<file path="src/rtl/arch_defs_pkg.sv">
// Shared architectural definitions: datapath width and ALU operation encodings.
// The legacy 3-bit ALU op codes are kept alongside the sequential ALU's 4-bit set.
package arch_defs_pkg;

  localparam int unsigned DATA_WIDTH = 8;

  typedef enum logic [2:0] {
    AluAdd = 3'd0,
    AluSub = 3'd1,
    AluAnd = 3'd2,
    AluOr  = 3'd3,
    AluXor = 3'd4,
    AluNot = 3'd5,
    AluShl = 3'd6,
    AluShr = 3'd7
  } alu_op_t;

  typedef enum logic [3:0] {
    OpAdd = 4'd0,
    OpAdc = 4'd1,
    OpSub = 4'd2,
    OpSbc = 4'd3,
    OpInr = 4'd4,
    OpDcr = 4'd5,
    OpAnd = 4'd6,
    OpOr  = 4'd7,
    OpXor = 4'd8,
    OpNot = 4'd9,
    OpShl = 4'd10,
    OpShr = 4'd11,
    OpRol = 4'd12,
    OpRor = 4'd13,
    OpMul = 4'd14,
    OpCmp = 4'd15
  } alu_seq_op_t;

endpackage

</file>
<file path="src/rtl/alu_seq_if.sv">
// Request/result bundle of the sequential ALU; master issues ops, slave is the ALU.
interface alu_seq_if
  import arch_defs_pkg::*;
#(
  parameter int unsigned WIDTH = DATA_WIDTH
) ();

  logic             op_valid;
  logic             op_ready;
  alu_seq_op_t      alu_op;
  logic [WIDTH-1:0] in_one;
  logic [WIDTH-1:0] in_two;
  logic             in_carry;
  logic [WIDTH-1:0] result;
  logic [WIDTH-1:0] result_hi;
  logic             result_valid;
  logic             zero_flag;
  logic             carry_flag;
  logic             negative_flag;
  logic             overflow_flag;

  modport master (
    output op_valid, alu_op, in_one, in_two, in_carry,
    input  op_ready, result, result_hi, result_valid,
    input  zero_flag, carry_flag, negative_flag, overflow_flag
  );

  modport slave (
    input  op_valid, alu_op, in_one, in_two, in_carry,
    output op_ready, result, result_hi, result_valid,
    output zero_flag, carry_flag, negative_flag, overflow_flag
  );

endinterface

</file>
<file path="src/rtl/mul_shift_add.sv">
// Unsigned iterative shift-add multiplier: one partial product per cycle, WIDTH cycles.
// product_o is the final product only while done_o is high (the last iteration).
module mul_shift_add
  import arch_defs_pkg::*;
#(
  parameter int unsigned WIDTH = DATA_WIDTH
) (
  input  logic               clk,
  input  logic               reset,
  input  logic               start_i,
  input  logic [WIDTH-1:0]   a_i,
  input  logic [WIDTH-1:0]   b_i,
  output logic               busy_o,
  output logic               done_o,
  output logic [2*WIDTH-1:0] product_o
);

  localparam int unsigned CntW = $clog2(WIDTH + 1);

  logic [2*WIDTH-1:0] mcand_q;
  logic [WIDTH-1:0]   mplier_q;
  logic [2*WIDTH-1:0] acc_q;
  logic [2*WIDTH-1:0] acc_d;
  logic [CntW-1:0]    cnt_q;
  logic               busy_q;

  assign acc_d     = acc_q + (mplier_q[0] ? mcand_q : '0);
  assign done_o    = busy_q && (cnt_q == CntW'(WIDTH - 1));
  assign busy_o    = busy_q;
  assign product_o = acc_d;

  always_ff @(posedge clk) begin
    if (reset) begin
      mcand_q  <= '0;
      mplier_q <= '0;
      acc_q    <= '0;
      cnt_q    <= '0;
      busy_q   <= 1'b0;
    end else if (start_i && !busy_q) begin
      mcand_q  <= {{WIDTH{1'b0}}, a_i};
      mplier_q <= b_i;
      acc_q    <= '0;
      cnt_q    <= '0;
      busy_q   <= 1'b1;
    end else if (busy_q) begin
      acc_q    <= acc_d;
      mcand_q  <= mcand_q << 1;
      mplier_q <= mplier_q >> 1;
      cnt_q    <= cnt_q + 1'b1;
      if (done_o) begin
        busy_q <= 1'b0;
      end
    end
  end

endmodule

</file>
<file path="src/rtl/alu_seq.sv">
// Sequential ALU: single-cycle arithmetic/logic/shift ops, multi-cycle MUL via
// the shift-add sub-module. All results and flags are registered.
module alu_seq
  import arch_defs_pkg::*;
#(
  parameter int unsigned WIDTH = DATA_WIDTH
) (
  input logic     clk,
  input logic     reset,
  alu_seq_if.slave bus
);

  localparam int unsigned Msb = WIDTH - 1;

  typedef enum logic [0:0] {StIdle, StMulRun} state_e;

  state_e             state_q;
  logic               ready_q;
  logic               valid_q;
  logic [WIDTH-1:0]   result_q;
  logic [WIDTH-1:0]   result_hi_q;
  logic               zero_q, carry_q, neg_q, ovf_q;

  logic [WIDTH-1:0]   a, b_eff;
  logic               cin_eff;
  logic [WIDTH:0]     sum;
  logic               arith_v;
  logic [WIDTH-1:0]   alu_res, flag_src;
  logic               alu_c, alu_v;
  logic               accept, mul_start;
  logic               mul_busy, mul_done;
  logic [2*WIDTH-1:0] mul_product;

  assign a         = bus.in_one;
  assign accept    = bus.op_valid && ready_q && (state_q == StIdle);
  assign mul_start = accept && (bus.alu_op == OpMul);

  // One shared WIDTH+1 adder; subtracts use a + ~b + cin so carry = no-borrow.
  always_comb begin
    b_eff   = bus.in_two;
    cin_eff = 1'b0;
    unique case (bus.alu_op)
      OpAdc:        cin_eff = bus.in_carry;
      OpSub, OpCmp: begin b_eff = ~bus.in_two; cin_eff = 1'b1; end
      OpSbc:        begin b_eff = ~bus.in_two; cin_eff = bus.in_carry; end
      OpInr:        begin b_eff = '0;          cin_eff = 1'b1; end
      OpDcr:        b_eff = '1;
      default:      ;
    endcase
  end

  assign sum     = {1'b0, a} + {1'b0, b_eff} + {{WIDTH{1'b0}}, cin_eff};
  assign arith_v = (a[Msb] == b_eff[Msb]) && (sum[Msb] != a[Msb]);

  always_comb begin
    alu_res = '0;
    alu_c   = 1'b0;
    alu_v   = 1'b0;
    unique case (bus.alu_op)
      OpAdd, OpAdc, OpSub, OpSbc, OpInr, OpDcr: begin
        alu_res = sum[WIDTH-1:0];
        alu_c   = sum[WIDTH];
        alu_v   = arith_v;
      end
      OpAnd: alu_res = a & bus.in_two;
      OpOr:  alu_res = a | bus.in_two;
      OpXor: alu_res = a ^ bus.in_two;
      OpNot: alu_res = ~a;
      OpShl: begin alu_res = {a[Msb-1:0], 1'b0};         alu_c = a[Msb]; end
      OpShr: begin alu_res = {1'b0, a[Msb:1]};           alu_c = a[0];   end
      OpRol: begin alu_res = {a[Msb-1:0], bus.in_carry}; alu_c = a[Msb]; end
      OpRor: begin alu_res = {bus.in_carry, a[Msb:1]};   alu_c = a[0];   end
      OpCmp: begin
        alu_res = a;
        alu_c   = sum[WIDTH];
        alu_v   = arith_v;
      end
      OpMul: ;
    endcase
  end

  // CMP reports Z/N of the difference while returning in_one unchanged.
  assign flag_src = (bus.alu_op == OpCmp) ? sum[WIDTH-1:0] : alu_res;

  mul_shift_add #(
    .WIDTH(WIDTH)
  ) u_mul (
    .clk      (clk),
    .reset    (reset),
    .start_i  (mul_start),
    .a_i      (bus.in_one),
    .b_i      (bus.in_two),
    .busy_o   (mul_busy),
    .done_o   (mul_done),
    .product_o(mul_product)
  );

  always_ff @(posedge clk) begin
    if (reset) begin
      state_q     <= StIdle;
      ready_q     <= 1'b1;
      valid_q     <= 1'b0;
      result_q    <= '0;
      result_hi_q <= '0;
      zero_q      <= 1'b0;
      carry_q     <= 1'b0;
      neg_q       <= 1'b0;
      ovf_q       <= 1'b0;
    end else begin
      valid_q <= 1'b0;
      unique case (state_q)
        StIdle: begin
          if (mul_start) begin
            state_q <= StMulRun;
            ready_q <= 1'b0;
          end else if (accept) begin
            result_q    <= alu_res;
            result_hi_q <= '0;
            zero_q      <= (flag_src == '0);
            carry_q     <= alu_c;
            neg_q       <= flag_src[Msb];
            ovf_q       <= alu_v;
            valid_q     <= 1'b1;
          end
        end
        StMulRun: begin
          if (mul_done) begin
            result_q    <= mul_product[WIDTH-1:0];
            result_hi_q <= mul_product[2*WIDTH-1:WIDTH];
            zero_q      <= (mul_product == '0);
            carry_q     <= (mul_product[2*WIDTH-1:WIDTH] != '0);
            neg_q       <= mul_product[Msb];
            ovf_q       <= 1'b0;
            valid_q     <= 1'b1;
            ready_q     <= 1'b1;
            state_q     <= StIdle;
          end else if (!mul_busy) begin
            // Multiplier lost its run without finishing; recover to idle.
            ready_q <= 1'b1;
            state_q <= StIdle;
          end
        end
        default: begin
          state_q <= StIdle;
          ready_q <= 1'b1;
        end
      endcase
    end
  end

  assign bus.op_ready      = ready_q;
  assign bus.result        = result_q;
  assign bus.result_hi     = result_hi_q;
  assign bus.result_valid  = valid_q;
  assign bus.zero_flag     = zero_q;
  assign bus.carry_flag    = carry_q;
  assign bus.negative_flag = neg_q;
  assign bus.overflow_flag = ovf_q;

endmodule

</file>
<file path="src/flat_wrapper.sv">
// flat-port wrapper written by rule: the top's interface ports become plain ports
module alu_seq_flat import arch_defs_pkg::*;
#(
  parameter int unsigned WIDTH = DATA_WIDTH
)
  (clk, reset, bus_op_valid, bus_alu_op, bus_in_one, bus_in_two, bus_in_carry, bus_op_ready, bus_result, bus_result_hi, bus_result_valid, bus_zero_flag, bus_carry_flag, bus_negative_flag, bus_overflow_flag);
  alu_seq_if #(.WIDTH(WIDTH)) bus_i ();
  input logic clk;
  input logic reset;
  input wire logic [$bits(bus_i.op_valid)-1:0] bus_op_valid;
  input wire logic [$bits(bus_i.alu_op)-1:0] bus_alu_op;
  input wire logic [$bits(bus_i.in_one)-1:0] bus_in_one;
  input wire logic [$bits(bus_i.in_two)-1:0] bus_in_two;
  input wire logic [$bits(bus_i.in_carry)-1:0] bus_in_carry;
  output wire logic [$bits(bus_i.op_ready)-1:0] bus_op_ready;
  output wire logic [$bits(bus_i.result)-1:0] bus_result;
  output wire logic [$bits(bus_i.result_hi)-1:0] bus_result_hi;
  output wire logic [$bits(bus_i.result_valid)-1:0] bus_result_valid;
  output wire logic [$bits(bus_i.zero_flag)-1:0] bus_zero_flag;
  output wire logic [$bits(bus_i.carry_flag)-1:0] bus_carry_flag;
  output wire logic [$bits(bus_i.negative_flag)-1:0] bus_negative_flag;
  output wire logic [$bits(bus_i.overflow_flag)-1:0] bus_overflow_flag;
  assign bus_i.op_valid = bus_op_valid;
  assign bus_i.alu_op = bus_alu_op;
  assign bus_i.in_one = bus_in_one;
  assign bus_i.in_two = bus_in_two;
  assign bus_i.in_carry = bus_in_carry;
  assign bus_op_ready = bus_i.op_ready;
  assign bus_result = bus_i.result;
  assign bus_result_hi = bus_i.result_hi;
  assign bus_result_valid = bus_i.result_valid;
  assign bus_zero_flag = bus_i.zero_flag;
  assign bus_carry_flag = bus_i.carry_flag;
  assign bus_negative_flag = bus_i.negative_flag;
  assign bus_overflow_flag = bus_i.overflow_flag;
  alu_seq #(.WIDTH(WIDTH)) u_core (.clk(clk), .reset(reset), .bus(bus_i));
endmodule
</file>
<file path="config.mk">
export PLATFORM = sky130hd
export DESIGN_NAME = alu_seq_flat
export DESIGN_NICKNAME = d
export VERILOG_FILES = /design/src/rtl/arch_defs_pkg.sv /design/src/rtl/alu_seq_if.sv /design/src/rtl/mul_shift_add.sv /design/src/rtl/alu_seq.sv /design/src/flat_wrapper.sv
export SDC_FILE = /design/constraint.sdc
export NUM_CORES = 1
export LEC_CHECK = 0
export ABC_AREA = 1
export CELL_PAD_IN_SITES_DETAIL_PLACEMENT = 1
export CELL_PAD_IN_SITES_GLOBAL_PLACEMENT = 2
export CORE_ASPECT_RATIO = 0.6
export CORE_MARGIN = 2
export CORE_UTILIZATION = 35
export DETAILED_ROUTE_END_ITERATION = 8
export DONT_BUFFER_PORTS = 1
export PLACE_DENSITY_LB_ADDON = 0.1
export SETUP_SLACK_MARGIN = 0.15
export SLEW_MARGIN = 30
export SYNTH_ARGS = -nofsm -noshare
export SYNTH_HDL_FRONTEND = slang
export SYNTH_SLANG_ARGS = --single-unit
</file>
<file path="constraint.sdc">
create_clock -name clk -period 5 [get_ports clk]
set_input_delay 1.5 -clock clk [delete_from_list [all_inputs] [get_ports clk]]
set_output_delay 1.5 -clock clk [all_outputs]
set_load 0.005 [all_outputs]
</file>
Word level (Yosys, flattened, before mapping)
Cells that the tools add are included.
{"block": "word_totals", "output_inout_bits": 22, "reg_bits": 68, "wordCells": 120}
{"block": "classes", "n_addsub": 4, "n_reduce_logical": 22, "muxes": 50, "n_bitwise": 6, "n_eq_ne": 23}
{"operator": "2-to-1 mux 8 bit", "count": 11}
{"operator": "case mux 8 bit (10 select lines)", "count": 1}
{"operator": "equality test 4 bit (second input constant)", "count": 8}
{"operator": "case mux 8 bit (2 select lines)", "count": 2}
{"operator": "2-to-1 mux 1 bit", "count": 25}
{"operator": "case mux 8 bit (3 select lines)", "count": 1}
{"operator": "equality test 4 x 3 -> 1 bit (second input constant)", "count": 5}
{"operator": "adder 16 bit", "count": 1}
{"operator": "logical NOT 16 bit", "count": 1}
{"operator": "2-to-1 mux 16 bit", "count": 1}
{"operator": "NOT 8 bit", "count": 2}
{"operator": "case mux 1 bit (2 select lines)", "count": 8}
{"operator": "adder 8 x 8 -> 9 bit", "count": 1}
{"operator": "adder 9 x 1 -> 9 bit", "count": 1}
{"operator": "AND 8 bit", "count": 1}
{"operator": "equality test 4 x 2 -> 1 bit (second input constant)", "count": 2}
{"operator": "logical NOT 8 bit", "count": 1}
{"operator": "OR 8 bit", "count": 1}
{"operator": "nonzero test 8 bit", "count": 1}
{"operator": "OR reduction 2 bit", "count": 4}
{"operator": "bitwise XOR 8 bit", "count": 1}
{"operator": "OR reduction 7 bit", "count": 1}
{"operator": "logical AND 1 bit", "count": 6}
{"operator": "inequality test 2 bit (second input constant)", "count": 3}
{"operator": "15 further kinds", "count": 16}

Logic depth before layout (Yosys ltp)
{"block": "depth", "depth_word": 11, "depth_mapped": 24, "mapped_depth_nobuf": 23}

Hierarchy
From an unflattened synthesis, not the netlist that was laid out.
{"block": "unflattened", "hier_cells": 906, "hier_area_um2": 5310.1}
{"module": "mul_shift_add", "cells_each": 483, "instances": 1, "area_per_inst_um2": 2896.5}
{"module": "alu_seq", "cells_each": 423, "instances": 1, "area_per_inst_um2": 2413.6}

Worst setup path after synthesis
No wires, ideal clock.
{"block": "synth_path", "path_type": "input to register", "start": "input bus_alu_op[1]", "end": "register u_core.zero_q, in the netlist u_core.bus.zero_flag", "arrival_time_ns": 4.203, "setup_time_ns": 0.109, "path_stages": 23, "path_buffers": 2, "t_required_ns": 4.891, "slack_ns": 0.688, "cell_sequence": "buf_2 nand2_1 nor2_2 buf_6 a21oi_1 o21ai_0 o21ai_0 fa_1 fa_1 nand3_1 nand2_1 nand2_1 nand2_1 nand2_1 nand2_1 nor2_1 nor2_1 nand3_1 nand2_1 nand3_1 nand3_1 nand2_1 inv_1"}
{"block": "synth_between", "elab_chain_cells": 11, "word_cells_on_any_way": 33, "cone_classes": "add/sub (2); eq/ne (16); mux (7); reduce/logical (8)"}
{"item": "from (decl)", "line": "flat_wrapper.sv:11", "rtl": "input wire logic [$bits(bus_i.alu_op)-1:0] bus_alu_op;"}
{"item": "equality test 4 x 2 -> 1 bit / equality test 4 bit (equally long branches)", "line": "alu_seq.sv:42, alu_seq.sv:59, alu_seq.sv:83"}
{"item": "OR reduction 3 bit (no source line)"}
{"item": "case mux 8 bit (3 select lines)", "line": "alu_seq.sv:42", "rtl": "unique case (bus.alu_op)"}
{"item": "adder 8 x 8 -> 9 bit", "line": "alu_seq.sv:52", "rtl": "assign sum = {1'b0, a} + {1'b0, b_eff} + {{WIDTH{1'b0}}, cin_eff};"}
{"item": "adder 9 x 1 -> 9 bit", "line": "alu_seq.sv:52"}
{"item": "case mux 8 bit (10 select lines)", "line": "alu_seq.sv:59", "rtl": "unique case (bus.alu_op)"}
{"item": "2-to-1 mux 8 bit", "line": "alu_seq.sv:83", "rtl": "assign flag_src = (bus.alu_op == OpCmp) ? sum[WIDTH-1:0] : alu_res;"}
{"item": "logical NOT 8 bit", "line": "alu_seq.sv:119", "rtl": "zero_q <= (flag_src == '0);"}
{"item": "2-to-1 mux 1 bit", "line": "alu_seq.sv:116", "rtl": "end else if (accept) begin"}
{"item": "2-to-1 mux 1 bit", "line": "alu_seq.sv:113", "rtl": "if (mul_start) begin"}
{"item": "case mux 1 bit (2 select lines)", "line": "alu_seq.sv:111", "rtl": "unique case (state_q)"}
{"item": "to (signal assigned)", "line": "alu_seq.sv:119"}
{"item": "to (signal assigned)", "line": "alu_seq.sv:130", "rtl": "zero_q <= (mul_product == '0);"}
{"item": "to (decl)", "line": "alu_seq.sv:22", "rtl": "logic zero_q, carry_q, neg_q, ovf_q;"}
Several ways; a longest one is shown, not always the timed one. The select of a mux whose other input is x is not followed.
A chain may end at the register's enable or synchronous reset.

Worst setup path after layout
{"block": "layout_path", "start": "input bus_alu_op[0]", "end": "register u_core.zero_q, in the netlist u_core.bus.zero_flag"}
Same word-level chain as after synthesis.

==> metrics.md <==
| Metric | Value |
|---|---|
| Worst Clk Skew | `0.006522 ns` |
| Post-detailed-placement half-perimeter wirelength | `16,690 um` |
| Mean Syn Cell Area | `6.243 sq um` |
| Syn Nets | `901` |
| Clock sinks | `68` |
| Worst slew pin tran | `0.8758 ns` |
| Initial Utilization | `0.3593` |
| Seq cells post-synth | `68` |
| Setup violators final | `0` |
| Crit path from | `bus_alu_op[0]` |
| Synth cell types | `40` |
| Leak | `2.847 nW` |
| Final net count | `895` |
| Worst hold path type | `flip-flop to flip-flop` |
| Cell taking the most area after synthesis | `dfxtp_1` |
| Status | `finished clean` |
| Flop pwr share | `0.397` |
| Most numerous cell in the Yosys netlist | `nand2_1` |
| Worst vdd ir | `0.0001442 V` |
| Fraction of registers with async set/reset | `0` |
| Iter 0 DRT Violations | `343` |
| Clock Latency Late Sink | `0.34 ns` |
| Gate power share | `0.173` |
| R2r startpoint | `u_core.u_mul.mplier_q[0]$_SDFFE_PP0P_` |
| Die Area | `15,920 sq um` |
| Final period utilization | `0.8120` |
| Post-Route WL | `20,430 um` |
| Top-level I/O count | `46` |
| Fmax | `0.2463 GHz` |
| Max Root-Sink Buffers | `2` |
| Max-cap violations | `0` |
| Placer Congestion | `1.002` |
| RR Endpoint | `u_core.bus.zero_flag$_SDFFE_PP0P_` |
| Setup bufs post-CTS | `0` |
| Fraction of layout instances using a drive strength above 1 | `0.06715` |
| Reg2reg path depth | `20` |
| Chip Height | `98.53 um` |
| Final WS setup | `0.9398 ns` |
| Core Rows | `34` |
| EDFF count, synth | `0` |
| Critical Path AT | `4.34 ns` |
| Yosys warns | `0` |
| Largest net degree at the start of global routing | `41` |
| Clock slew at reported path FFs | `0.06 ns` |
| WS Path Type | `primary input to flip-flop` |
| Synthesized instance count | `835` |
| Setup tns final | `0 ns` |
| DRC viols | `0` |
| Worst path required time | `5.28 ns` |
| Critical path endpoint | `u_core.bus.zero_flag$_SDFFE_PP0P_` |
| Initial antenna violation count | `0` |
| Final hold violation count | `0` |
| P&R area growth vs syn | `8.689%` |
| DRT antenna net count | `0` |
| Top-area cell type share of the netlist area | `0.2612` |
| Reg2Reg Setup Slack | `1.98 ns` |
| Min Tclk post-route | `4.060 ns` |
| Max FO, Critical Path | `8` |
| Die W | `161.6 um` |
| Synth area leaders | `dfxtp_1 26%, nand2_1 18%, ha_1 9.4%, inv_1 8.8%, nand3_1 6.3%` |
| Gr ovfl total | `0` |
| Htree depth | `3` |
| Slew HR | `0.4155` |
| DR WL/cell | `19.80 um` |
| Cells resized by post-CTS repair | `0` |
| CTS root buf | `clkbuf_16` |
| TritonCTS clock tree | `built` |
| Sw Ratio | `0.3115` |
| Register area share after synthesis | `0.2612` |
| DR vias | `5,479` |
| Hold buffers post-CTS | `0` |
| Startpoint Class | `primary input` |
| Crit end category | `flip-flop` |
| Power Density | `252.8 nW/um^2` |
| P_sw | `446.1 uW` |
| Final Slew Violations | `0` |
| First-pass GRT wire length | `31,690 um` |
| Tot GR Track Use | `0.2660` |
| Port Buf Inserts | `0` |
| Number of global-route vias before repair | `5,274` |
| Core area | `14,510 sq um` |
| Cts bufs inserted | `9` |
| RSZ-0062 raised after global routing | `no` |
| Prevailing post-synth register cell | `dfxtp_1` |
| 1st-pass router iterations | `4` |
| Commonest cells post-synth | `252 x nand2_1, 122 x inv_1, 68 x dfxtp_1` |
| Part of the power in the clock network | `0.430` |
| Cell Area, Synth | `5212 sq um` |
| Cell-internal power | `986.0 uW` |
| WHS Path Cells | `2` |
| Diode count | `0` |
| Pre-CTS setup slack | `0.6413 ns` |
| Avg Vias per Cell | `5.309` |
==> flip-flops by register name, summed over array words and instances (netlist names) <==
register	count
u_core.bus.op_ready	1
u_core.bus.carry_flag	1
u_core.state_q	1
u_core.bus.overflow_flag	1
u_core.u_mul.cnt_q	4
u_core.u_mul.acc_q	16
u_core.bus.result_hi	8
u_core.u_mul.mcand_q	16
u_core.u_mul.busy_o	1
u_core.bus.result	8
u_core.bus.result_valid	1
u_core.u_mul.mplier_q	8
u_core.bus.negative_flag	1
u_core.bus.zero_flag	1
==> metrics by stage <==
stage	total power [mW]	std cells	area (sq um)	hold slack, ns	utilization
global route	1.501	1032	5665	0.4993	0.3905
floorplan	0.7508	835	5213	0.4386	-
CTS	1.440	1032	5665	0.4688	0.3905
finish	1.432	1032	5665	0.4690	0.3905
global placement	0.8156	1016	5379	0.4494	0.3708
detailed placement	0.8214	1016	5379	0.4598	0.3708
==> cell families after synthesis <==
logic type	share of synthesized area
fa+ha+maj	0.1051
flops	0.2612
simple gates	0.3495
buf+inv	0.1169
xor+xnor	0.01680
compound gates	0.1505
==> worst min-delay path by stage <==
stage	startpoint	to	slack, ns
2_1_floorplan	u_core.u_mul.mcand_q[15]$_SDFFE_PP0P_	u_core.u_mul.mcand_q[15]$_SDFFE_PP0P_	0.44
3_3_place_gp	u_core.u_mul.mcand_q[15]$_SDFFE_PP0P_	u_core.u_mul.mcand_q[15]$_SDFFE_PP0P_	0.45
3_5_place_dp	u_core.u_mul.acc_q[2]$_SDFFE_PP0P_	u_core.u_mul.acc_q[2]$_SDFFE_PP0P_	0.46
4_1_cts	u_core.u_mul.acc_q[2]$_SDFFE_PP0P_	u_core.u_mul.acc_q[2]$_SDFFE_PP0P_	0.47
5_1_grt	u_core.u_mul.acc_q[2]$_SDFFE_PP0P_	u_core.u_mul.acc_q[2]$_SDFFE_PP0P_	0.50
6_report	u_core.u_mul.acc_q[2]$_SDFFE_PP0P_	u_core.u_mul.acc_q[2]$_SDFFE_PP0P_	0.47
==> layer usage <==
metal  GRT usage  vias up  wire length (um)
li1            -     2671                 -
met1      0.4327     2649             11370
met2      0.3281      153              7081
met3     0.09848        6              1916
met4     0.02541        0                64
met5           0        -                 0
==> layout by cell type, fill, tap and decap left out, types with 3 or more instances in the layout <==
| cell type | instances |
|---|---|
| nand2_2 | 7 |
| a21oi_1 | 61 |
| o21ai_1 | 4 |
| inv_1 | 122 |
| nand3_1 | 66 |
| clkbuf_16 | 9 |
| fa_1 | 3 |
| o21ai_0 | 32 |
| nor3_1 | 3 |
| a31oi_1 | 4 |
| ha_1 | 39 |
| o211ai_1 | 11 |
| o221ai_1 | 10 |
| xnor2_1 | 3 |
| nand2_1 | 252 |
| nand4_1 | 9 |
| nor2_1 | 66 |
| nor2_2 | 8 |
| buf_4 | 3 |
| o21ai_2 | 3 |
| dfxtp_1 | 68 |
| inv_2 | 11 |
| nand3b_1 | 5 |
| xor2_1 | 7 |
| o21a_1 | 4 |
==> area by class of cell <==
type,count,area [sq um]
fill,1923,8841
multi-input combinational,613,3242
sequential,68,1361
inverter,134,505.5
tap,198,247.7
clock buffer,10,239.0
clock inverter,6,47.55
timing repair buffer,3,22.52
==> power groups by stage <==
stage               logic, mW  clock network [mW]  registers [mW]
floorplan               0.176                   0           0.574
global placement        0.236                   0           0.580
detailed placement      0.241                   0           0.580
CTS                     0.243               0.629           0.568
global route            0.277               0.655           0.569
finish                  0.248               0.617           0.568
==> worst max-delay path, cell delays in order <==
cell and delay, ns:
nand2_1 0.11, nor2_2 0.07, a21oi_1 0.15, inv_1 0.16, a21oi_1 0.16, o21ai_0 0.13, fa_1 0.47, fa_1 0.43
xnor2_1 0.23, nor2_1 0.08, nor2_1 0.09, nand3_1 0.12, nor2_1 0.12, nand3_1 0.08, a21oi_1 0.18, nand3_1 0.09
nand3_1 0.08, nand2_1 0.05, inv_1 0.05
(Power assumes the default switching activity.)
